<file path="config.mk">
export PLATFORM = sky130hd
export DESIGN_NAME = serial_div_arbiter
export DESIGN_NICKNAME = d
export VERILOG_FILES = /design/src/rtl/serial_div_arbiter.sv
export SDC_FILE = /design/constraint.sdc
export NUM_CORES = 1
export LEC_CHECK = 0
export ABC_AREA = 1
export BUFFER_PORTS_ARGS = -buffer_cell sky130_fd_sc_hd__buf_2
export CORE_MARGIN = 2
export CORE_UTILIZATION = 51
export DETAILED_ROUTE_END_ITERATION = 6
export PLACE_DENSITY_LB_ADDON = 0.2
export SKIP_CTS_REPAIR_TIMING = 1
export SYNTH_ARGS = -nofsm -noshare
export SYNTH_HDL_FRONTEND = slang
export SYNTH_SLANG_ARGS = --single-unit
</file>
<file path="constraint.sdc">
create_clock -name clk_i -period 4.4 [get_ports clk_i]
set_clock_uncertainty 0.2 [all_clocks]
set_input_delay 0.44 -clock clk_i [delete_from_list [all_inputs] [get_ports clk_i]]
set_output_delay 0.44 -clock clk_i [all_outputs]
set_load 0.03 [all_outputs]
</file>
<file path="src/rtl/serial_div_arbiter.sv">
// Round-robin front end that shares one serial divider between NUM_REQ requesters.
// Handles operand capture, command sequencing, divide-by-zero short-circuit and a hung-divider watchdog.
module serial_div_arbiter #(
    parameter int NUM_REQ        = 4,
    parameter int DIVIDEND_WIDTH = 16,
    parameter int DIVISOR_WIDTH  = 8,
    parameter int REMINDER_WIDTH = 0,
    parameter int TIMEOUT_WIDTH  = 6
) (
    input  logic                                      clk_i,
    input  logic                                      rst_i,
    input  logic [NUM_REQ-1:0]                        req_i,
    input  logic [NUM_REQ*DIVIDEND_WIDTH-1:0]         dividend_i,
    input  logic [NUM_REQ*DIVISOR_WIDTH-1:0]          divisor_i,
    output logic [NUM_REQ-1:0]                        ack_o,
    output logic [DIVIDEND_WIDTH+REMINDER_WIDTH-1:0]  quotient_o,
    output logic                                      div0_o,
    output logic                                      err_o,
    output logic [DIVIDEND_WIDTH-1:0]                 div_dividend_o,
    output logic [DIVISOR_WIDTH-1:0]                  div_divisor_o,
    output logic                                      div_cmd_o,
    input  logic                                      div_busy_i,
    input  logic                                      div_done_i,
    input  logic [DIVIDEND_WIDTH+REMINDER_WIDTH-1:0]  div_quotient_i
);

    localparam int PTR_W = $clog2(NUM_REQ);

    typedef enum logic [1:0] {IDLE, ISSUE, WAIT, RESP} state_t;

    state_t                     state;
    logic [PTR_W-1:0]           ptr;
    logic [PTR_W-1:0]           grant_q;
    logic [TIMEOUT_WIDTH-1:0]   wd;
    logic                       res_div0;
    logic                       res_err;

    logic [NUM_REQ-1:0]         eligible;
    logic                       grant_valid;
    logic [PTR_W-1:0]           grant_idx;
    logic [DIVIDEND_WIDTH-1:0]  sel_dividend;
    logic [DIVISOR_WIDTH-1:0]   sel_divisor;

    // The requester being acked still holds req_i this cycle; masking it avoids a duplicate grant.
    assign eligible = req_i & ~ack_o;

    always_comb begin
        grant_valid = 1'b0;
        grant_idx   = '0;
        for (int i = 1; i <= NUM_REQ; i++) begin
            if (!grant_valid && eligible[(int'(ptr) + i) % NUM_REQ]) begin
                grant_valid = 1'b1;
                grant_idx   = PTR_W'((int'(ptr) + i) % NUM_REQ);
            end
        end
    end

    assign sel_dividend = dividend_i[grant_idx*DIVIDEND_WIDTH +: DIVIDEND_WIDTH];
    assign sel_divisor  = divisor_i[grant_idx*DIVISOR_WIDTH +: DIVISOR_WIDTH];

    always_ff @(posedge clk_i) begin
        if (rst_i) begin
            state          <= IDLE;
            ptr            <= PTR_W'(NUM_REQ - 1);
            grant_q        <= '0;
            wd             <= '0;
            res_div0       <= 1'b0;
            res_err        <= 1'b0;
            ack_o          <= '0;
            quotient_o     <= '0;
            div0_o         <= 1'b0;
            err_o          <= 1'b0;
            div_dividend_o <= '0;
            div_divisor_o  <= '0;
            div_cmd_o      <= 1'b0;
        end else begin
            ack_o     <= '0;
            div0_o    <= 1'b0;
            err_o     <= 1'b0;
            div_cmd_o <= 1'b0;
            case (state)
                IDLE: begin
                    if (grant_valid) begin
                        ptr            <= grant_idx;
                        grant_q        <= grant_idx;
                        div_dividend_o <= sel_dividend;
                        div_divisor_o  <= sel_divisor;
                        res_err        <= 1'b0;
                        if (sel_divisor == '0) begin
                            quotient_o <= '1;
                            res_div0   <= 1'b1;
                            state      <= RESP;
                        end else begin
                            res_div0   <= 1'b0;
                            state      <= ISSUE;
                        end
                    end
                end
                // A divider still finishing work from before a reset stays busy; wait it out.
                ISSUE: begin
                    if (!div_busy_i) begin
                        div_cmd_o <= 1'b1;
                        wd        <= '0;
                        state     <= WAIT;
                    end
                end
                WAIT: begin
                    if (div_done_i) begin
                        quotient_o <= div_quotient_i;
                        state      <= RESP;
                    end else if (wd == '1) begin
                        quotient_o <= '0;
                        res_err    <= 1'b1;
                        state      <= RESP;
                    end else begin
                        wd <= wd + 1'b1;
                    end
                end
                RESP: begin
                    ack_o[grant_q] <= 1'b1;
                    div0_o         <= res_div0;
                    err_o          <= res_err;
                    state          <= IDLE;
                end
                default: state <= IDLE;
            endcase
        end
    end

endmodule

</file>
# ---- After elaboration in Yosys (flattened, before gate mapping)
# Cells that the tools add are included.
dict set report totals {
  input_bits 120
  register_bits 61
}
dict set report op_classes {
  addsub 5
  n_eq_ne 11
  n_reduce_logical 22
  bitwise 8
  mux 43
  n_shift 2
  n_lt_le_gt_ge 6
}
# operator count
set op_table {}
lappend op_table {{$mux W16} 4}
lappend op_table {{$shiftx A64 B7 Y16} 1}
lappend op_table {{$pmux W16 S2} 1}
lappend op_table {{$shiftx A32 B6 Y8} 1}
lappend op_table {{$mux W1} 18}
lappend op_table {{$mux W2} 9}
lappend op_table {{$mux W6} 3}
lappend op_table {{$lt A3 B4 Y1 const B} 4}
lappend op_table {{$ne A2 B2 Y1 const B} 6}
lappend op_table {{$pmux W6 S2} 1}
lappend op_table {{$reduce_and A4 Y1} 3}
lappend op_table {{$reduce_or A2 Y1} 6}
lappend op_table {{$bmux W1 S2} 4}
lappend op_table {{$logic_not A8 Y1} 1}
lappend op_table {{$pmux W2 S4} 1}
lappend op_table {{$add A6 B1 Y6 const B} 1}
lappend op_table {{$eq A6 B6 Y1 const B} 1}
lappend op_table {{$add A2 B1 Y2 const B} 2}
lappend op_table {{$add A2 B2 Y2 const B} 2}
lappend op_table {{$and A1 B1 Y1 const A} 4}
lappend op_table {{$and A4 B4 Y4} 1}
lappend op_table {{$eq A2 B2 Y1 const B} 2}
lappend op_table {{$logic_and A1 B1 Y1} 4}
lappend op_table {{$not A4 Y4} 1}
lappend op_table {{12 further kinds} 16}

# ---- Longest topological paths before layout
dict set report depth {
  depth_word 21
  depth_mapped 23
  depth_no_buf 20
}

# ---- Worst setup path before layout
# OpenSTA, ideal clock, no wires.
dict set report synth_timing {
  path_kind {reg2reg}
  start {register ack_o[3]}
  end {register quotient_o[0]}
  synth_period_minus_slack_ps 2552
  arrival_time_ps 2237
  setup_slack_ps 1848
  path_stages_with_launch 19
  setup_time_ps 115
  path_cell_list {dfxtp_1 > inv_1 > nand3_1 > nand2_1 > o21ai_0 > nand4_2 > buf_6 > buf_6 > nand3_1 > nand3_1 > nand2_1 > nand2_1 > nor2_2 > nand2_2 > nand2_4 > buf_6 > nand3_1 > nand2_1 > nor2_1}
}
dict set report synth_via {
  elab_chain_len 19
  elab_cells_between_ends 33
}
# item line_no
set synth_lines {}
lappend synth_lines {{start: declaration} 15} ;# output logic [NUM_REQ-1:0] ack_o,
lappend synth_lines {{start signal: assignment} 69} ;# ack_o <= '0;
lappend synth_lines {{start signal: assignment} 77} ;# ack_o <= '0;
lappend synth_lines {{start signal: indexed assignment} 120} ;# ack_o[grant_q] <= 1'b1;
lappend synth_lines {{$not A4 Y4 (*)} 45} ;# assign eligible = req_i & ~ack_o;
lappend synth_lines {{$and A4 B4 Y4 (*)} 45}
lappend synth_lines {{$bmux W1 S2} 51} ;# if (!grant_valid && eligible[(int'(ptr) + i) % NUM_REQ]) begin
lappend synth_lines {{$mux W1 (not written as such) (2 in series)} 51}
lappend synth_lines {{$mux W1} 51}
lappend synth_lines {{$logic_not A1 Y1} 51}
lappend synth_lines {{$logic_and A1 B1 Y1} 51}
lappend synth_lines {{$mux W1} 51}
lappend synth_lines {{[... 2 more ...]} --}
lappend synth_lines {{$mux W1} 51}
lappend synth_lines {{$logic_not A1 Y1} 51}
lappend synth_lines {{$logic_and A1 B1 Y1} 51}
lappend synth_lines {{$mux W2} 51}
lappend synth_lines {{$shiftx A32 B6 Y8} 59} ;# assign sel_divisor = divisor_i[grant_idx*DIVISOR_WIDTH +: DIVISOR_WIDTH];
lappend synth_lines {{$logic_not A8 Y1} 89} ;# if (sel_divisor == '0) begin
lappend synth_lines {{$ne A2 B2 Y1 (no source line)} --}
lappend synth_lines {{$reduce_and A4 Y1 (no source line) (*)} --}
lappend synth_lines {{end signal: assignment} 109} ;# quotient_o <= div_quotient_i;
lappend synth_lines {{end: declaration} 16} ;# output logic [DIVIDEND_WIDTH+REMINDER_WIDTH-1:0] quotient_o,
# Every way passes the cells marked *; elsewhere a longest branch is shown, timed or not. The select of a mux whose other input is x is not followed.
# A chain may end at the register's enable or synchronous reset.

# ---- Worst setup path after layout
dict set report layout_timing {
  start {register ptr[0]}
  end {register div_dividend_o[15]}
}
dict set report layout_via {
  elab_chain_len 15
  elab_cells_between_ends 32
}
# item line_no
set layout_lines {}
lappend layout_lines {{start: declaration} 32} ;# logic [PTR_W-1:0] ptr;
lappend layout_lines {{start signal: assignment} 64} ;# ptr <= PTR_W'(NUM_REQ - 1);
lappend layout_lines {{start signal: assignment} 84} ;# ptr <= grant_idx;
lappend layout_lines {{$add A2 B1 Y2} {51, 53}}
lappend layout_lines {{$bmux W1 S2} 51}
lappend layout_lines {{$mux W1 (not written as such) (2 in series)} 51}
lappend layout_lines {{$mux W1} 51}
lappend layout_lines {{$logic_not A1 Y1} 51}
lappend layout_lines {{$logic_and A1 B1 Y1} 51}
lappend layout_lines {{$mux W1} 51}
lappend layout_lines {{$logic_not A1 Y1} 51}
lappend layout_lines {{$logic_and A1 B1 Y1} 51}
lappend layout_lines {{$mux W1} 51}
lappend layout_lines {{$logic_not A1 Y1} 51}
lappend layout_lines {{$logic_and A1 B1 Y1} 51}
lappend layout_lines {{$mux W2 / $mux W1 (equally long branches)} 51}
lappend layout_lines {{$shiftx A64 B7 Y16 / $reduce_and A2 Y1 (equally long branches)} --}
lappend layout_lines {{end signal: assignment} 86} ;# div_dividend_o <= sel_dividend;
lappend layout_lines {{end: declaration} 19} ;# output logic [DIVIDEND_WIDTH-1:0] div_dividend_o,
# Parallel ways exist; a longest one is shown, timed or not. The select of a mux whose other input is x is not followed.

==> metrics.md <==
| Metric | Value |
|---|---|
| Power Density | 919 mW/mm2 |
| Footprint of the multi-input gates | 0.00200 mm2 |
| Synth area leader | dfxtp_1 |
| CTS H-tree lvls | 3 |
| Maximum clock path buffer count | 2 |
| Post-Syn Area | 0.00362 mm2 |
| Final Hold Vio Count | 0 |
| Initial antenna violation count | 0 |
| Drt drc | 0 |
| DR vias | 4,107 |
| Static leakage | 2.42 nW |
| Pin count of the biggest net entering global routing | 50 |
| Origin of the worst min-delay path | div_busy_i |
| Die ar. | 0.00779 mm2 |
| Clk root buf | clkbuf_8 |
| Synth top area cells | dfxtp_1 (34%), nor2_1 (10%), nand3_1 (10%) |
| Starting Density | 53.0% |
| Commonest non-fill, non-tap cell in the layout | buf_2 |
| CTS Buf Count | 9 |
| Floorplan die height | 88.2 um |
| RSZ-0062 raised after global routing | false |
| Worst R2R Path Depth | 13 |
| Tot GR Track Use | 25.6% |
| HPWL after DPL | 7270 um |
| Total gr overflow | 0 |
| Worst-Margin Slew | 1180 ps |
| Fillers | 641 |
| Post-Syn Nets | 678 |
| Min-Delay Endpoint | div_cmd_o$_SDFF_PP0_ |
| Max transition margin | 21.0% |
| Routability-driven placement congestion ratio | 0.868 |
| Worst Setup Path Type | reg2reg |
| WHS Path Cells | 2 |
| Crit start category | flop |
| Chip width | 88.2 um |
| Mapped Cells | 553 |
| Via density | 5.15 |
| Total of max-cap violations | 0 |
| Req. time, crit path | 4430 ps |
| CTS clk-pin slew, worst paths | 70 ps |
| First-pass GRT wire length | 16,000 um |
| Yosys Warn Count | 0 |
| Commonest non-fill, non-tap cells in the layout | buf_2 (166), nor2_1 (99), nand2_1 (82), nand3_1 (75), dfxtp_1 (61) |
| Final period util | 83.4% |
| 1st-iter DRT viols | 176 |
| Reg2Reg Capture Point | div_dividend_o[15]$_SDFFE_PP0P_ |
| Arr. time, crit path | 3700 ps |
| Hold WS | 84.3 ps |
| Vias in the first global route | 3,743 |
| # rows | 30 |
| Outcome | finished, final reports clean |
| Average size of a mapped cell | 6.55 um2 |
| Fin Setup TNS | 0 ps |
| Finish-stage setup viols | 0 |
| Fmax | 0.273 GHz |
| Share of cells above drive strength 1 | 29.0% |
| Synth-to-layout area growth | 26.0% |
| Core area | 0.00683 mm2 |
| Worst Hold Class | in2reg |
| VDD IR-drop max | 605 uV |
| Reg area | 0.00122 mm2 |
| Nets | 821 |
| Area share of the largest cell type after synthesis | 33.7% |
| CP Capture Type | flop |
| Reg2reg start | ptr[0]$_SDFFE_PP1P_ |
| CTS tree | yes |
| Seq/Total Area, Yosys | 33.7% |
| Skew-Pair Late Insertion Delay | 340 ps |
| # diodes | 0 |
| Routed WL per cell | 12.3 um |
| Slack of the worst reg-to-reg path | 730 ps |
| Max FO, Critical Path | 49 |
| Port buffer count | 166 |
| DRT Wirelength | 9810 um |
| Yosys reg bits | 61 |
| Antenna-violating nets left | 0 |
| Number of library cell types mapped by synthesis | 33 |
| First-pass iteration count of the detailed router | 4 |
| Minimum clock period | 3670 ps |
| Boundary pin count | 167 |
| Slew Limit Fails | 0 |
| Sink Count | 61 |
worst max-delay path, stage by stage, from the launching register on:
cell and delay, ps:
dfxtp_1 560, inv_2 150, nand3_2 110, nand2_1 70, o21ai_0 210, nand4_2 470
nand2_4 560, inv_1 520, nor2_1 240, nor2_1 50, o21ai_0 120, nand3_1 110
o211ai_1 100, inv_1 60
registers in the layout, summed over array words and instances (netlist names), 2 cells and up:
register,count
div_dividend_o,16
quotient_o,16
div_divisor_o,8
wd,6
ack_o,4
grant_q,2
ptr,2
state,2
per-layer routing:
layer | wire, um | global-route usage [%] | share of wire (%) | up-vias
li1 | - | - | - | 2120
met1 | 4250 | 31.4 | 43 | 1823
met2 | 4740 | 44.5 | 48 | 149
met3 | 656 | 5.78 | 6.7 | 15
met4 | 152 | 8.40 | 1.6 | 0
met5 | 0 | 0 | 0 | -
area by class of cell:
type	instances	share of cell area [%]
clock inverter	7	1.07
tap	96	2.63
clock buffer	9	2.72
inverter	54	4.44
timing repair buffer	168	18.5
sequential	61	26.8
multi-input combinational	402	43.8
synthesized netlist by cell type:
cell type	instances
o21ai_1	1
ha_1	5
nand2_1	82
xor2_2	1
buf_2	9
xnor2_2	1
nor2_1	101
buf_1	5
inv_1	52
and3_1	1
nor2_2	2
dfxtp_1	61
nand4_1	4
a21oi_2	1
nor3_1	6
nor3b_1	2
nand3_2	3
o211a_1	1
o21ai_0	36
o21ai_2	1
o2111ai_1	1
buf_6	8
nand3_1	75
nand2_2	4
clkbuf_1	14
o32ai_1	7
nand4_2	1
clkinv_1	1
o211ai_1	19
nand2_4	2
a211oi_1	1
a21oi_1	44
inv_2	1
worst max-delay path by stage:
stage	start	to	slack (ps)	cells after the start
finish	ptr[0]$_SDFFE_PP1P_	div_dividend_o[15]$_SDFFE_PP0P_	730	13
global route	ptr[0]$_SDFFE_PP1P_	div_dividend_o[6]$_SDFFE_PP0P_	300	13
CTS	ptr[0]$_SDFFE_PP1P_	div_dividend_o[13]$_SDFFE_PP0P_	740	13
detailed placement	ptr[0]$_SDFFE_PP1P_	div_dividend_o[13]$_SDFFE_PP0P_	750	13
global placement	ptr[0]$_SDFFE_PP1P_	div_dividend_o[13]$_SDFFE_PP0P_	960	13
floorplan	ack_o[3]$_SDFF_PP0_	quotient_o[0]$_SDFFE_PP0P_	1850	18
where the power goes:
| group | switching [mW] | internal, mW | total, mW |
|---|---|---|---|
| logic | 2.00 | 0.892 | 2.89 |
| registers | 0.114 | 0.749 | 0.864 |
| clock network | 0.234 | 0.206 | 0.440 |
| total | 2.35 | 1.85 | 4.19 |
stage by stage:
step	std cells	utilization (%)	cell area, um2	setup WS [ps]	power (mW)
detailed placement	781	64.2	4390	750	3.75
finish	797	66.8	4560	733	4.19
global route	797	66.8	4560	295	4.63
floorplan	553	-	3620	1850	3.27
CTS	797	66.8	4560	741	4.20
global placement	781	64.2	4390	965	3.67
cell families (layout without fill, tap and decap cells):
kind of cell | Yosys count | count (layout) | share of synthesized area [%]
AOI/OAI and AO/OA | 112 | 112 | 18.0
xor gates and xnor gates | 2 | 2 | 0.899
adders and majority gates | 5 | 5 | 1.73
buffers and inverters | 90 | 238 | 11.3
DFF | 61 | 61 | 33.7
and+or+nand+nor | 283 | 283 | 34.3
Power figures use the tool's default switching activity.
